<file path="src/rtl/fetch_queue_pkg.sv">
// -----------------------------------------------------------------------------
// Package C: core-wide types shared between the fetch, decode and the queue
// that sits between them.
//
// Contents:
//   XLEN          architectural register / address width
//   FQ_DEPTH      number of entries in the fetch -> decode queue
//   bp_t          branch prediction attached to a fetched instruction
//   fetch_data_t  one fetched packet: PC, instruction word, prediction
// -----------------------------------------------------------------------------
package C;

    localparam int XLEN = 32;

    // The core top instantiates fetch_queue #(.DEPTH(FQ_DEPTH)).
    localparam int FQ_DEPTH = 4;

    // Prediction made by the fetch stage for this instruction.
    typedef struct packed {
        logic            taken;
        logic [XLEN-1:0] target;
    } bp_t;

    // Packet travelling from fetch to decode.
    typedef struct packed {
        logic [XLEN-1:0] pc;
        logic [31:0]     data;
        bp_t             bp;
    } fetch_data_t;

endpackage

</file>
<file path="src/rtl/fetch_queue.sv">
// -----------------------------------------------------------------------------
// fetch_queue: registered instruction FIFO between fetch and decode.
//
// Decouples instruction-cache response timing from decode back-pressure and
// drops everything it holds when the pipeline is flushed.  There is no
// combinational path from the decode side (dec_o_ready) to the fetch side
// (fetch_i_ready).
//
// Parameters:
//   DEPTH          number of entries, power of 2, at least 2
//
// Ports:
//   clk            clock, all state changes on the rising edge
//   rstn           synchronous active-low reset
//   flush_i        discard all contents this cycle (highest priority)
//   fetch_i        packet from fetch
//   fetch_i_valid  fetch_i holds a valid packet
//   fetch_i_ready  queue can accept a packet (not full)
//   dec_o          head packet towards decode
//   dec_o_valid    dec_o is valid (not empty and no flush this cycle)
//   dec_o_ready    decode consumes dec_o
//   count_o        current occupancy, 0 .. DEPTH
// -----------------------------------------------------------------------------
module fetch_queue
    import C::*;
#(
    parameter int DEPTH = FQ_DEPTH
) (
    input  logic                     clk,
    input  logic                     rstn,
    input  logic                     flush_i,
    input  fetch_data_t              fetch_i,
    input  logic                     fetch_i_valid,
    output logic                     fetch_i_ready,
    output fetch_data_t              dec_o,
    output logic                     dec_o_valid,
    input  logic                     dec_o_ready,
    output logic [$clog2(DEPTH):0]   count_o
);

    // Index width and pointer width; the extra pointer bit is the wrap bit
    // that tells a full queue apart from an empty one.
    localparam int AW = $clog2(DEPTH);
    localparam int PW = AW + 1;

    fetch_data_t       mem [DEPTH];
    logic [PW-1:0]     rd_ptr_q;
    logic [PW-1:0]     wr_ptr_q;

    logic              empty;
    logic              full;
    logic              push;
    logic              pop;

    // Status decode from the two pointers.  Full means the indices match but
    // the writer has lapped the reader once.
    always_comb begin
        empty = (rd_ptr_q == wr_ptr_q);
        full  = (rd_ptr_q[AW-1:0] == wr_ptr_q[AW-1:0]) &&
                (rd_ptr_q[AW] != wr_ptr_q[AW]);
    end

    // Handshakes.  Ready towards fetch only looks at fullness so that decode
    // stalls never ripple combinationally into fetch.  A flush hides the head
    // from decode and blocks any write in the same cycle.
    always_comb begin
        fetch_i_ready = !full;
        dec_o_valid   = !empty && !flush_i;
        push          = fetch_i_valid && fetch_i_ready && !flush_i;
        pop           = dec_o_valid && dec_o_ready;
    end

    // Output side: head entry and occupancy.  Modulo arithmetic on the
    // pointers gives the count directly, including across wrap-around.
    always_comb begin
        dec_o   = mem[rd_ptr_q[AW-1:0]];
        count_o = wr_ptr_q - rd_ptr_q;
    end

    // Pointer update.  Reset and flush both simply empty the queue by
    // zeroing the pointers; push and pop are independent otherwise.
    always_ff @(posedge clk) begin
        if (!rstn) begin
            rd_ptr_q <= '0;
            wr_ptr_q <= '0;
        end else if (flush_i) begin
            rd_ptr_q <= '0;
            wr_ptr_q <= '0;
        end else begin
            if (push) begin
                wr_ptr_q <= wr_ptr_q + PW'(1);
            end
            if (pop) begin
                rd_ptr_q <= rd_ptr_q + PW'(1);
            end
        end
    end

    // Storage.  The array is never cleared; only the pointers say which
    // entries hold live packets.  Writes are held off during reset.
    always_ff @(posedge clk) begin
        if (rstn && push) begin
            mem[wr_ptr_q[AW-1:0]] <= fetch_i;
        end
    end

endmodule
</file>
<file path="config.mk">
export PLATFORM = sky130hd
export DESIGN_NAME = fetch_queue
export DESIGN_NICKNAME = d
export VERILOG_FILES = /design/src/rtl/fetch_queue_pkg.sv /design/src/rtl/fetch_queue.sv
export SDC_FILE = /design/constraint.sdc
export NUM_CORES = 1
export LEC_CHECK = 0
export BUFFER_PORTS_ARGS = -buffer_cell sky130_fd_sc_hd__buf_2
export CORE_UTILIZATION = 31
export CTS_BUF_LIST = sky130_fd_sc_hd__clkbuf_8 sky130_fd_sc_hd__clkbuf_16
export DETAILED_ROUTE_END_ITERATION = 8
export PLACE_DENSITY = 0.54
export SYNTH_ARGS = -nofsm -noshare
export SYNTH_HDL_FRONTEND = slang
export SYNTH_SLANG_ARGS = --single-unit
</file>
<file path="constraint.sdc">
create_clock -name clk -period 5.05 [get_ports clk]
set_input_delay 0.505 -clock clk [delete_from_list [all_inputs] [get_ports clk]]
set_output_delay 0.505 -clock clk [all_outputs]
set_load 0.1 [all_outputs]
</file>
==> results of run 1 <==
routing by layer:
metal	vias to the layer above	GRT usage [%]	wire, microns
li1	2895	-	-
met1	3405	16.1	12500
met2	171	18.7	13300
met3	58	3.60	1950
met4	8	4.85	761
met5	-	0	54
layout by cell type (no fill, tap or decap), drive strengths merged:
cell / n
a311oi: 1
edfxtp: 388
nand2: 9
nor2b: 1
nand2b: 3
buf: 211
nand3: 1
bufinv: 4
xor2: 1
clkinv: 14
a31oi: 4
nand3b: 2
ha: 7
mux4: 97
xnor2: 2
diode: 3
mux2i: 7
clkinvlp: 1
and3: 3
fa: 1
and2: 1
clkbuf: 45
dfxtp: 8
inv: 20
cell type report:
cell class,instances,share of cell area [%]
flip-flops and latches,396,66.8
repair buffers,211,6.51
diodes,3,0.0425
clock buffers,45,6.37
clock inverters,32,1.35
well taps,600,4.25
multi-input cells,140,14.5
inverters,7,0.149
worst max path at each step:
| stage | from | endpoint |
|---|---|---|
| after floorplan | rd_ptr_q[1]$_SDFFE_PP0P_ | mem[1][0]$_DFFE_PP_ |
| after global placement | flush_i | mem[2][96]$_DFFE_PP_ |
| after detailed placement | flush_i | mem[2][4]$_DFFE_PP_ |
| after CTS | flip-flop | dec_o[76] |
| after global routing | flip-flop | dec_o[76] |
| final | flip-flop | dec_o[93] |
report_power, final:
| group | switching [mW] | leakage [nW] | internal (mW) | total (mW) |
|---|---|---|---|---|
| Clock | 1.20 | 0.721 | 1.80 | 3.01 |
| Combinational | 0.289 | 1.52 | 0.0817 | 0.371 |
| Sequential | 0.00733 | 3.57 | 3.64 | 3.65 |
worst reg2reg max path, cell delays in order, from the launching register on:
cell and delay (ns):
dfxtp_1 0.39, inv_1 0.12, ha_1 0.40, a31oi_1 0.46
and3_4 0.82, buf_12 0.37
sequential cells by signal, summed over array words and instances (netlist names), named ones only:
signal,flops
mem,388
rd_ptr_q,3
wr_ptr_q,3
stage by stage:
stage	power (mW)	hold WS, ns	utilization (%)	worst slack, ns	std cells
3_5_place_dp	4.10	0.502	35.6	1.94	1354
4_1_cts	7.14	0.115	38.6	1.80	1431
5_1_grt	7.26	0.145	38.6	1.73	1431
3_3_place_gp	4.09	0.491	35.6	2.02	1354
6_report	7.03	0.166	38.6	1.91	1434
2_1_floorplan	3.98	0.469	-	1.02	566
cells by family (layout without fill, tap and decap cells):
group                      after synthesis  in the layout  synth area share [%]
DFF                                    396            396                  81.4
muxes                                  104            104                  15.5
buffers and inverters                   30            295                  1.09
and+or+nand+nor                         20             20                 0.716
adders and majority gates                8              8                 0.741
AOI/OAI and AO/OA                        5              5                 0.353
xor gates and xnor gates                 3              3                 0.181
other                                    0              3                     0
==> results.md, run 1 <==
* Status: completed
* Starting Density at a little under a third
* Post-CTS setup buffers at 0
* Gate Count Post-Synth at approximately 570
* CTS tree: yes
* Placer congestion estimate at about 0.69
* Pleak at approximately 5.8 nW
* Placed cell area at about 16000 sq um
* Synthesis-stage register bit count at approximately 400
* H-tree levels at 2
* Warnings from Yosys at 0
* Kind of cell adding the most delay to the critical path: buffers and inverters
* Register-to-Register Path Depth at 5
* Hold-critical path depth at 1
* Top FF cell, synth: edfxtp_1
* DRT Pass-1 Iters at 4
* Setup TNS at 0 ns
* Max FO, Critical Path at between 90 and 100
* Post-synth top cells: edfxtp_1, mux4_2, buf_2
* Worst r2r src: wr_ptr_q[0]$_SDFFE_PP0P_
* HP Start: fetch_i[10]
* Number of enable flip-flop cells after synthesis at 388
* Clock transition at path regs at 0.06 ns
* Largest net degree at the start of global routing at 93
* Final min period at between 3 and 4 ns
* Multi-input logic area at approximately 2600 sq um
* Cell depth of the worst setup path at 3
* Vias/cell at around 4.6
* FFs w/ async S/R, synth at 0%
* Flop-to-flop setup slack at approximately 2.1 ns
* Port Buffers at around 200
* Worst path cell trace: buf_12 -> mux4_2 -> buf_2
* Post-synth top area share at between 80 and 90%
* Fin Clk Skew at between 0.015 and 0.02 ns
* # rows at 78
* Actual slew at the worst max-slew pin at 0.923 ns
* DR DRC count at 0
* Post-DP HPWL at about 16000 microns
* WP data required at roughly 4.6 ns
* Mapped Area at 14500 sq um
* Initial antenna violation count at 5
* Peak supply drop at 0.000177 V
* 1st-iter DRT viols at roughly 350
* CP max stage delay at ~0.62 ns
* Count leader, synth: edfxtp_1
* Arrival time at the worst endpoint at 2.63 ns
* Slew headroom at between 30% and 40%
* Sequential area share after synthesis at between 80% and 90%
* Max_cap viols at 0
* Top area cells in the synthesized netlist: edfxtp_1, mux4_2, dfxtp_1
* Syn avg cell area at 25.6 sq um
* GRT Total Usage at about an eighth
* Max-slew violations at 0
* Fillcell total at 4134
* CP bufs+invs at 2
* Die Ht at between 200 and 250 microns
* Remaining global-route overflow at 0
* WS Path Type: flip-flop to output port
* Unrepaired setup endpoints after global routing: false
* Power Density at 397 nW/um^2
* Register Area at approximately 12000 sq um
* Layout cell share with drive strength beyond 1 at 44.9%
* Worst skew pair latency at between 0.5 and 0.6 ns
* Final Net Count at between 900 and 1000
* Design area at about 18000 sq um
* TritonCTS Sinks at 396
* Area grow syn2layout at 21.8%
* DRT antenna net count at 0
* Critical-path top delay cell: mux4_2
* Die width at ~220 microns
* Synth cell types at 21
* Cell taking the most area after synthesis: edfxtp_1
* DR WL/cell at between 15 and 20 microns
* Via count at roughly 6500
* Final period util at around 62%
* Setup crit end kind: output port
* I/O pin total at between 200 and 250
* Die ar. at about 48000 sq um
* Clock root buffer: clkbuf_16
* Startpoint Class: flip-flop
* Vias in the first global route at between 7000 and 8000
* Max Root-Sink Buffers at 3
* Placeable core area at roughly 46000 sq um
* Post_cts resized at 0
* WHS Endpoint: mem[1][10]$_DFFE_PP_
* RR Endpoint: mem[2][53]$_DFFE_PP_
* Hold Crit Class: primary input to flip-flop
* Drt total wl at 28500 microns
* Highest clock rate at 319 MHz
* Final Setup Violations at 0
* CTS Buf Count at 43
* # hold bufs at CTS at 0
* Hold Vio Cnt, Final at 0
* First-pass GRT wire length at 43000 microns
* Syn Nets at between 600 and 700
(Power assumes the default switching activity.)
==> run 2: changes to the inputs <==
- PLACE_DENSITY: 0.54 -> 0.56
- clock period: 5.05 -> 2.6 ns (I/O delays scaled with it)
==> run 2 against run 1 <==
Critical path depth up 2. Clock-buffer cell count did not move. Non-clock buffer count rose by 105. Cell count is 7.2% higher. Worst setup slack got worse by 1.8 ns. Via count grew 6.1%. Combinational power rose by 130%. Register-to-register slack lost 1.7 ns. Highest routed layer unchanged.
==> results.md, run 2 (synthesis gave the netlist of run 1 again) <==
* Number of flip-flops in the largest register at between 300 and 400
* Logic pwr share at 6.1%
* Final Net Count at between 1000 and 1500
* Fin Clk Skew at about 0.013 ns
* 1st-iter DRT viols at roughly 250
* Max-slew violations at 0
* I/O pin total at 204
* Clock root buffer: clkbuf_16
* DRT Pass-1 Iters at 4
* Flop-to-flop setup slack at around 0.40 ns
* TritonCTS Sinks at just under 400
* Flop pwr share at approximately half
* Highest clock rate at between 400 and 500 MHz
* Ant. Diodes at 0
* DR WL/cell at 19.0 microns
* Cell-internal power at 10.8 mW
* Max FO, Critical Path at 4
* Worst r2r src: wr_ptr_q[0]$_SDFFE_PP0P_
* CTS tree: yes
* First-pass GRT wire length at 44200 microns
* Initial antenna violation count at 2
* Layout cell share with drive strength beyond 1 at between 40% and 50%
* Die Ht at roughly 220 microns
* Peak supply drop at between 0.0004 and 0.0005 V
* Remaining global-route overflow at 0
* Largest net degree at the start of global routing at between 50 and 60
* DR DRC count at 0
* Die width at 218 microns
* HP Start: flush_i
* Vias/cell at roughly 4.5
* Final Power at about 14 mW
* Crit path launch: wr_ptr_q[0]$_SDFFE_PP0P_
* Hold Crit Class: primary input to flip-flop
* Placed Cells at approximately 1400
* Via count at between 6000 and 7000
* # rows at 78
* Fillcell total at approximately 4000
* GRT Total Usage at 12.4%
* Final period util at 95.8%
* Placer congestion estimate at about 0.71
* Vias in the first global route at approximately 7600
* Post-CTS setup buffers at 0
* Unrepaired setup endpoints after global routing: false
* Status: completed
* Port Buffers at approximately 200
* Starting Density at a little under a third
* Worst skew pair latency at approximately 0.55 ns
* Actual slew at the worst max-slew pin at roughly 0.60 ns
* CTS Buf Count at 44
* Clock transition at path regs at 0.06 ns
* Final min period at 2.49 ns
* WP data required at 2.34 ns
* Startpoint Class: flip-flop
* Setup TNS at 0 ns
* DRT antenna net count at 0
* Sw frac at between 20% and 30%
* Commonest non-fill, non-tap cell in the layout: edfxtp_1
* Max Root-Sink Buffers at 3
* Area grow syn2layout at 29.6%
* Max_cap viols at 0
* Placeable core area at between 40000 and 50000 sq um
* Clk pwr share at between 40% and 50%
* Power Density at ~730 nW/um^2
* Setup crit end kind: output port
* P_sw at 2.99 mW
* H-tree levels at 2
* Final Setup Violations at 0
* Post-DP HPWL at between 15000 and 20000 microns
* Slew headroom at between 60% and 70%
* Most frequent cells in the layout: edfxtp_1, buf_2, mux4_2, dlygate4sd3_1, clkbuf_16
* Drt total wl at just under 30000 microns
* Finished Layout Cells at ~1500
* Pleak at between 6 and 7 nW
* WS Path Type: flip-flop to output port
* Die ar. at ~48000 sq um
* Arrival time at the worst endpoint at approximately 2.2 ns
* Hold Vio Cnt, Final at 0
-- run 2: changes by cell type in the layout (fill, tap and decap cells not counted), sizes merged --
cell | before | now
clkinv | 14 | 26
diode | 3 | 0
bufinv | 4 | 3
inv | 20 | 11
buf | 211 | 219
dlygate4sd3 | 0 | 97
clkinvlp | 1 | 0
-- run 2: cell type report --
cell class	count	area (sq um)	share of cell area, %
inverters	7	26.3	0.140
repair buffers	316	2280	12.1
multi-input cells	140	2570	13.7
clock inverters	33	229	1.22
flip-flops and latches	396	11800	62.9
clock buffers	45	1130	5.99
well taps	600	751	3.99
-- run 2: per-stage QoR --
stage                     cell area (sq um)  setup WS [ns]  hold slack, ns  utilization [%]
after floorplan                       14500         -0.325           0.359                -
after global placement                16500          0.416           0.474             36.0
after detailed placement              16500          0.379           0.477             36.0
after CTS                             18800         0.0300          0.0338             41.1
after global routing                  18800        0.00730          0.0677             41.1
final                                 18800          0.110          0.0744             41.1
-- run 2: power by group through the flow --
| stage | Clock, mW | Combinational (mW) | Sequential [mW] |
|---|---|---|---|
| after global routing | 6.24 | 0.889 | 7.09 |
| after global placement | 0 | 0.727 | 7.22 |
| after CTS | 6.02 | 0.857 | 7.09 |
| final | 5.82 | 0.845 | 7.09 |
| after floorplan | 0 | 0.502 | 7.23 |
| after detailed placement | 0 | 0.736 | 7.22 |
-- run 2: final timing paths --
| check | endpoint | depth (start not counted) |
|---|---|---|
| worst max-delay path | count_o[1] | 5 |
| worst min-delay path | flip-flop | 3 |
| worst max register to register | mem[2][78]$_DFFE_PP_ | 6 |
| worst min register to register | wr_ptr_q[2]$_SDFFE_PP0P_ | 2 |
-- run 2: repair_timing --
item | 4_1_cts | 5_1_grt
setup endpoints to repair | 1 | 0
resized for setup | 1 | 0
hold endpoints to repair | 388 | 0
hold buffers | 97 | 0
-- run 2: critical path, cell delays in order, from the launching register on --
cell	delay (ns)
dfxtp_1	0.40
inv_1	0.12
ha_1	0.21
fa_1	0.45
inv_1	0.07
buf_2	0.43
-- run 2: per-layer routing --
| layer | track usage, % | wire length, microns |
|---|---|---|
| met3 | 3.16 | 1680 |
| met5 | 0 | 23 |
| met4 | 4.80 | 734 |
| met2 | 19.8 | 14000 |
| met1 | 16.2 | 12800 |
